## config.mk

```make
export PLATFORM = sky130hd
export DESIGN_NAME = mul_red_sched
export DESIGN_NICKNAME = d
export VERILOG_FILES = /design/src/rtl/mul_red_sched_pkg.sv /design/src/rtl/mul_red_sched_rr_arb.sv /design/src/rtl/mul_red_sched.sv
export SDC_FILE = /design/constraint.sdc
export NUM_CORES = 1
export LEC_CHECK = 0
export CORE_MARGIN = 10
export CORE_UTILIZATION = 38
export DETAILED_ROUTE_END_ITERATION = 7
export HOLD_SLACK_MARGIN = 0.15
export PLACE_DENSITY_LB_ADDON = 0.1
export SYNTH_ARGS = -nofsm -noshare
export SYNTH_HDL_FRONTEND = slang
export SYNTH_HIERARCHICAL = 1
export SYNTH_SLANG_ARGS = --single-unit
```

## constraint.sdc

```tcl
create_clock -name clk -period 5.2 [get_ports clk]
set_input_delay 1.3 -clock clk [delete_from_list [all_inputs] [get_ports clk]]
set_output_delay 1.3 -clock clk [all_outputs]
set_load 0.02 [all_outputs]
```

## src/rtl/mul_red_sched_pkg.sv

```systemverilog
// Shared types and helpers for the mul_red issue scheduler.
// The tag id field is sized for up to 256 requesters; the top zero-extends its id into it.
package mul_red_sched_pkg;

    typedef enum logic [1:0] {
        RUN   = 2'd0,
        DRAIN = 2'd1,
        CFG   = 2'd2
    } state_t;

    localparam int TAG_ID_W = 8;

    typedef struct packed {
        logic                vld;
        logic [TAG_ID_W-1:0] id;
    } tag_t;

    function automatic int lat(input int dm);
        return 3 * dm + 1;
    endfunction

endpackage

```

## src/rtl/mul_red_sched_rr_arb.sv

```systemverilog
// Round-robin arbiter: grants the first eligible requester at or after ptr.
// ptr moves to one past the winner when adv_i is set; otherwise it holds.
module rr_arb
    import mul_red_sched_pkg::*;
#(
    parameter int NREQ = 4,
    parameter int IDW  = $clog2(NREQ)
) (
    input  logic            clk,
    input  logic            rst,
    input  logic [NREQ-1:0] elig_i,
    input  logic            adv_i,
    output logic [NREQ-1:0] gnt_o,
    output logic [IDW-1:0]  gnt_id_o,
    output logic            gnt_vld_o
);

    logic [IDW-1:0] ptr_q, ptr_d;

    always_comb begin
        gnt_o     = '0;
        gnt_id_o  = '0;
        gnt_vld_o = 1'b0;
        // First pass covers ptr..NREQ-1, second pass wraps to 0..ptr-1.
        for (int i = 0; i < NREQ; i++) begin
            if (!gnt_vld_o && elig_i[i] && (i >= int'(ptr_q))) begin
                gnt_vld_o = 1'b1;
                gnt_o[i]  = 1'b1;
                gnt_id_o  = IDW'(i);
            end
        end
        for (int i = 0; i < NREQ; i++) begin
            if (!gnt_vld_o && elig_i[i] && (i < int'(ptr_q))) begin
                gnt_vld_o = 1'b1;
                gnt_o[i]  = 1'b1;
                gnt_id_o  = IDW'(i);
            end
        end
        ptr_d = ptr_q;
        if (adv_i && gnt_vld_o) begin
            ptr_d = (gnt_id_o == IDW'(NREQ - 1)) ? '0 : gnt_id_o + 1'b1;
        end
    end

    always_ff @(posedge clk) begin
        if (rst) ptr_q <= '0;
        else     ptr_q <= ptr_d;
    end

endmodule

```

## src/rtl/mul_red_sched.sv

```systemverilog
// Shares one pipelined mul_red among NREQ requesters and routes results back by tag.
// Owns q/r and swaps them only once the pipeline has drained.
//   state | meaning
//   RUN   | normal issue, one grant per cycle at most
//   DRAIN | no grants, wait for every in-flight tag to retire
//   CFG   | load q/r from cfg inputs, pulse cfg_done_o, back to RUN
module mul_red_sched
    import mul_red_sched_pkg::*;
#(
    parameter int LOGQ    = 17,
    parameter int DM      = 5,
    parameter int NREQ    = 4,
    parameter int MAX_OUT = 8
) (
    input  logic                 clk,
    input  logic                 rst,
    input  logic [NREQ-1:0]      req_valid_i,
    input  logic [NREQ*LOGQ-1:0] req_a_i,
    input  logic [NREQ*LOGQ-1:0] req_b_i,
    output logic [NREQ-1:0]      req_ready_o,
    output logic [NREQ-1:0]      rsp_valid_o,
    output logic [LOGQ-1:0]      rsp_data_o,
    input  logic                 cfg_we_i,
    input  logic [LOGQ-1:0]      cfg_q_i,
    input  logic [LOGQ:0]        cfg_r_i,
    output logic                 cfg_done_o,
    output logic                 busy_o,
    output logic [LOGQ-1:0]      mr_a_o,
    output logic [LOGQ-1:0]      mr_b_o,
    output logic [LOGQ-1:0]      mr_q_o,
    output logic [LOGQ:0]        mr_r_o,
    input  logic [LOGQ-1:0]      mr_out_i
);

    localparam int LAT = lat(DM);
    localparam int IDW = $clog2(NREQ);
    localparam int CW  = $clog2(MAX_OUT + 1);

    state_t          state_q, state_d;
    logic            cfg_done_q, cfg_done_d;
    logic [LOGQ-1:0] q_reg_q, q_reg_d;
    logic [LOGQ:0]   r_reg_q, r_reg_d;
    tag_t            tag_q [LAT];
    tag_t            tag_d [LAT];
    logic [CW-1:0]   cnt_q [NREQ];
    logic [CW-1:0]   cnt_d [NREQ];

    logic [NREQ-1:0] elig, gnt, rsp_vld;
    logic [IDW-1:0]  gnt_id;
    logic            gnt_vld, inflight;

    rr_arb #(.NREQ(NREQ), .IDW(IDW)) u_arb (
        .clk       (clk),
        .rst       (rst),
        .elig_i    (elig),
        .adv_i     (1'b1),
        .gnt_o     (gnt),
        .gnt_id_o  (gnt_id),
        .gnt_vld_o (gnt_vld)
    );

    always_comb begin
        elig     = '0;
        rsp_vld  = '0;
        mr_a_o   = '0;
        mr_b_o   = '0;
        inflight = 1'b0;
        for (int i = 0; i < NREQ; i++) begin
            elig[i]    = req_valid_i[i] && (state_q == RUN) && (cnt_q[i] < CW'(MAX_OUT));
            rsp_vld[i] = tag_q[LAT-1].vld && (tag_q[LAT-1].id == TAG_ID_W'(i));
            if (gnt[i]) begin
                mr_a_o = req_a_i[i*LOGQ +: LOGQ];
                mr_b_o = req_b_i[i*LOGQ +: LOGQ];
            end
        end
        for (int k = 0; k < LAT; k++) inflight = inflight | tag_q[k].vld;

        tag_d[0].vld = gnt_vld;
        tag_d[0].id  = TAG_ID_W'(gnt_id);
        for (int k = 1; k < LAT; k++) tag_d[k] = tag_q[k-1];

        for (int i = 0; i < NREQ; i++) begin
            case ({gnt[i], rsp_vld[i]})
                2'b10:   cnt_d[i] = cnt_q[i] + 1'b1;
                2'b01:   cnt_d[i] = cnt_q[i] - 1'b1;
                default: cnt_d[i] = cnt_q[i];
            endcase
        end
    end

    always_comb begin
        state_d    = state_q;
        cfg_done_d = 1'b0;
        q_reg_d    = q_reg_q;
        r_reg_d    = r_reg_q;
        case (state_q)
            RUN:   if (cfg_we_i) state_d = DRAIN;
            DRAIN: if (!inflight) begin
                state_d    = CFG;
                cfg_done_d = 1'b1;
            end
            CFG: begin
                q_reg_d = cfg_q_i;
                r_reg_d = cfg_r_i;
                state_d = RUN;
            end
            default: state_d = RUN;
        endcase
    end

    always_ff @(posedge clk) begin
        if (rst) begin
            state_q    <= RUN;
            cfg_done_q <= 1'b0;
            q_reg_q    <= '0;
            r_reg_q    <= '0;
            for (int k = 0; k < LAT; k++) tag_q[k] <= '0;
            for (int i = 0; i < NREQ; i++) cnt_q[i] <= '0;
        end else begin
            state_q    <= state_d;
            cfg_done_q <= cfg_done_d;
            q_reg_q    <= q_reg_d;
            r_reg_q    <= r_reg_d;
            for (int k = 0; k < LAT; k++) tag_q[k] <= tag_d[k];
            for (int i = 0; i < NREQ; i++) cnt_q[i] <= cnt_d[i];
        end
    end

    assign req_ready_o = gnt;
    assign rsp_valid_o = rsp_vld;
    assign rsp_data_o  = mr_out_i;
    assign cfg_done_o  = cfg_done_q;
    assign busy_o      = inflight || (state_q != RUN);
    assign mr_q_o      = q_reg_q;
    assign mr_r_o      = r_reg_q;

endmodule

```

==> flow_metrics.py <==
metrics = {
    "cells_and_area": {
        "filler_cell_count": 1162,
        "finalNonFillerCells": 1027,
        "areaGrowthSynthToFinish_pct": 61.3,
        "layout_common_cells": "clkdlybuf4s50_1 (221), nand2_1 (107), dfxtp_1 (104), a21oi_1 (63), nor2_1 (62)",
        "nets": 1060,
        "drive_above_1_share": 0.0831,
        "multi_input_area_mm2": 0.00259,
        "layout_commonest_cell": "clkdlybuf4s50_1",
        "regArea_mm2": 0.00208,
    },
    "grt": {
        "grt_pass1_vias": 5475,
        "grt_max_degree": 61,
        "antenna_found_initial": 1,
        "gr-total-overflow": 0,
        "grt_use_total": 0.192,
        "grt_pass1_wl_mm": 28.4,
    },
    "place": {
        "globalplace.congestion": 0.850,
        "dpl.cell_count": 1003,
        "portBuffers": 256,
        "dp_hpwl_mm": 14.6,
    },
    "cts": {
        "cts_buffers": 9,
        "ctsHoldBuffers": 0,
        "clock-sinks": 104,
        "clockBufferDepth": 2,
        "insertion_delay_ps": 330,
        "h-tree-depth": 3,
        "cts_tree": "built",
        "cts-root-buf": "clkbuf_16",
        "cts.clk_slew.worst_paths_ps": 70,
    },
    "yosys": {
        "avgSynthCellArea_um2": 8.09,
        "synth-seq-area-share": 0.417,
        "ys_seq_elements": 104,
        "syn_inst": 617,
        "synth_warnings": 6,
        "ys.flop_type": "dfxtp_1",
        "async_flop_share": 0,
        "synth_area_mm2": 0.00499,
        "synth-edff-count": 0,
        "yosysUniqueCellTypes": 42,
    },
    "run": {
        "maxCapViolations": 0,
    },
    "status": {
        "status": "completed",
    },
    "floorplan": {
        "die_w_um": 135,
        "dieArea_mm2": 0.0181,
        "pin_count": 291,
        "core_mm2": 0.0127,
        "die_y_um": 135,
        "rows": 41,
        "start_util": 0.392,
    },
    "timing": {
        "clock.fmax_mhz": 195,
        "timing.hold.ws_ps": 433,
        "tightest_slew_ps": 1260,
        "hold_violations": 0,
        "setup_viol": 0,
        "rsz0062_at_grt": "yes",
        "finalCriticalPeriod_ps": 5130,
        "period_share": 0.987,
        "slew_violations": 0,
        "slew_headroom": 0.159,
        "finalClockSkew_ps": 6.87,
    },
    "setup_path": {
        "cpMaxStageDelayCell": "clkdlybuf4s50_1",
        "critPathLaunchType": "input port",
        "crit_path_frequent_cell": "buf_4",
        "rrSetupSlack_ps": 1660,
        "path_cells": "clkdlybuf4s50_1 -> nor4b_2 -> buf_4 -> or2b_1 -> a21oi_1 -> o22ai_1 -> and2_1 -> inv_4 -> nor2_4 -> buf_4 -> a221oi_1 -> o31ai_1 -> dlygate4sd2_1",
        "critPathArrivalTime_ps": 3830,
        "critPathKind": "in -> out",
        "slowest_delay_ps": 450,
        "required_ps": 3900,
        "crit_fanout": 9,
        "cp-end-kind": "primary output",
    },
    "routing": {
        "wl_per_cell_um": 18.0,
        "drcViolationCount": 0,
        "firstDrtPassIters": 4,
        "drt_iter0_markers": 256,
        "ant_nets": 0,
        "finalWirelength_mm": 18.5,
        "vias_per_cell": 5.06,
        "num_vias": 5195,
    },
    "power": {
        "power.internal_mw": 1.51,
        "p_total_mw": 2.18,
        "p_leak_nw": 2.98,
        "swShare": 0.309,
        "p_comb_frac": 0.318,
        "pwr-share-clk": 0.298,
        "powerDensity_mw_per_mm2": 271,
        "switchingPower_uw": 673,
        "pwr-share-seq": 0.384,
        "peakVddDrop_mv": 0.191,
    },
    "hold_path": {
        "hold_class": "reg -> reg",
    },
}
cell usage after synthesis (all sizes together), types with 2 or more instances:
cell type / n / share of area
nand2: 108 / 0.082
dfxtp: 104 / 0.42
nor2: 64 / 0.050
a21oi: 63 / 0.063
nor2b: 50 / 0.063
buf: 43 / 0.050
o31ai: 38 / 0.057
a221oi: 34 / 0.060
clkbuf: 23 / 0.017
inv: 20 / 0.015
ha: 12 / 0.030
xor2: 8 / 0.014
and3: 7 / 0.0088
or4: 5 / 0.0083
fa: 4 / 0.016
nand3: 4 / 0.0040
nor4: 4 / 0.0050
nor4b: 4 / 0.0070
o21ai: 3 / 0.0030
o22ai: 3 / 0.0038
and2: 2 / 0.0025
critical path, delay by kind of cell:
family / cells / cell delay [ps]
AND/OR/NAND/NOR: 4 / 730
buffers and inverters: 5 / 1250
AO/OA/AOI/OAI: 4 / 560
worst paths after layout:
| kind | from | to | cells after the start |
|---|---|---|---|
| setup reg to reg | state_q[0]$_SDFFE_PP0P_ | cnt_q[2][3]$_SDFFE_PP0P_ | 16 |
| hold / removal | tag_q[0][64]$_SDFF_PP0_ | tag_q[1][1]$_SDFF_PP0_ | 1 |
| hold reg to reg | tag_q[0][64]$_SDFF_PP0_ | tag_q[1][1]$_SDFF_PP0_ | 1 |
| setup / recovery | req_valid_i[2] | mr_b_o[13] | 13 |
stage by stage:
step / util / area (um2) / setup TNS [ps] / setup WS (ps)
after floorplan: - / 5000 / 0 / 175
after global placement: 0.602 / 7650 / -13640 / -462
after detailed placement: 0.602 / 7650 / -13800 / -484
after CTS: 0.628 / 7990 / -105 / -27.1
after global routing: 0.633 / 8050 / -559 / -104
final: 0.633 / 8050 / 0 / 68.4
metal layers:
metal	GRT usage	vias up	part of all wire
li1	-	2574	-
met1	0.206	2377	0.39
met2	0.338	210	0.49
met3	0.0738	34	0.090
met4	0.0635	0	0.024
met5	0	-	0
registers in the layout, indices dropped and copies added, names as in the netlist:
register	count
u_arb/ptr_q	2
mr_q_o	17
state_q	2
tag_q	48
mr_r_o	18
cfg_done_o	1
cnt_q	16
power groups by stage:
stage	combinational [mW]	clock, mW	sequential, mW
after floorplan	0.347	0	0.856
after detailed placement	0.710	0	0.855
after global routing	0.750	0.704	0.840
after global placement	0.705	0	0.854
final	0.695	0.650	0.837
after CTS	0.688	0.670	0.837
what timing repair did:
action                     4_1_cts  5_1_grt
setup endpoints to repair       34       33
pin swaps                        1        1
gates resized for setup         40       30
setup buffers                    5        0
gates cloned                     2        0
kinds of logic after synthesis:
| logic type | Yosys count | share of synthesized area |
|---|---|---|
| xor gates and xnor gates | 8 | 0.0140 |
| other | 1 | 0.000751 |
| and+or+nand+nor | 253 | 0.238 |
| adders and majority gates | 16 | 0.0461 |
| DFF | 104 | 0.417 |
| AOI/OAI and AO/OA | 149 | 0.202 |
| buffers and inverters | 86 | 0.0827 |
layout make-up:
cell class / count / share of cell area
diodes: 1 / 0.000311
multi-input cells: 430 / 0.321
repair buffers: 284 / 0.346
clock buffers: 10 / 0.0297
clock inverters: 6 / 0.00761
well taps: 172 / 0.0267
flip-flops and latches: 104 / 0.259
inverters: 20 / 0.00963
Power figures use the tool's default switching activity.
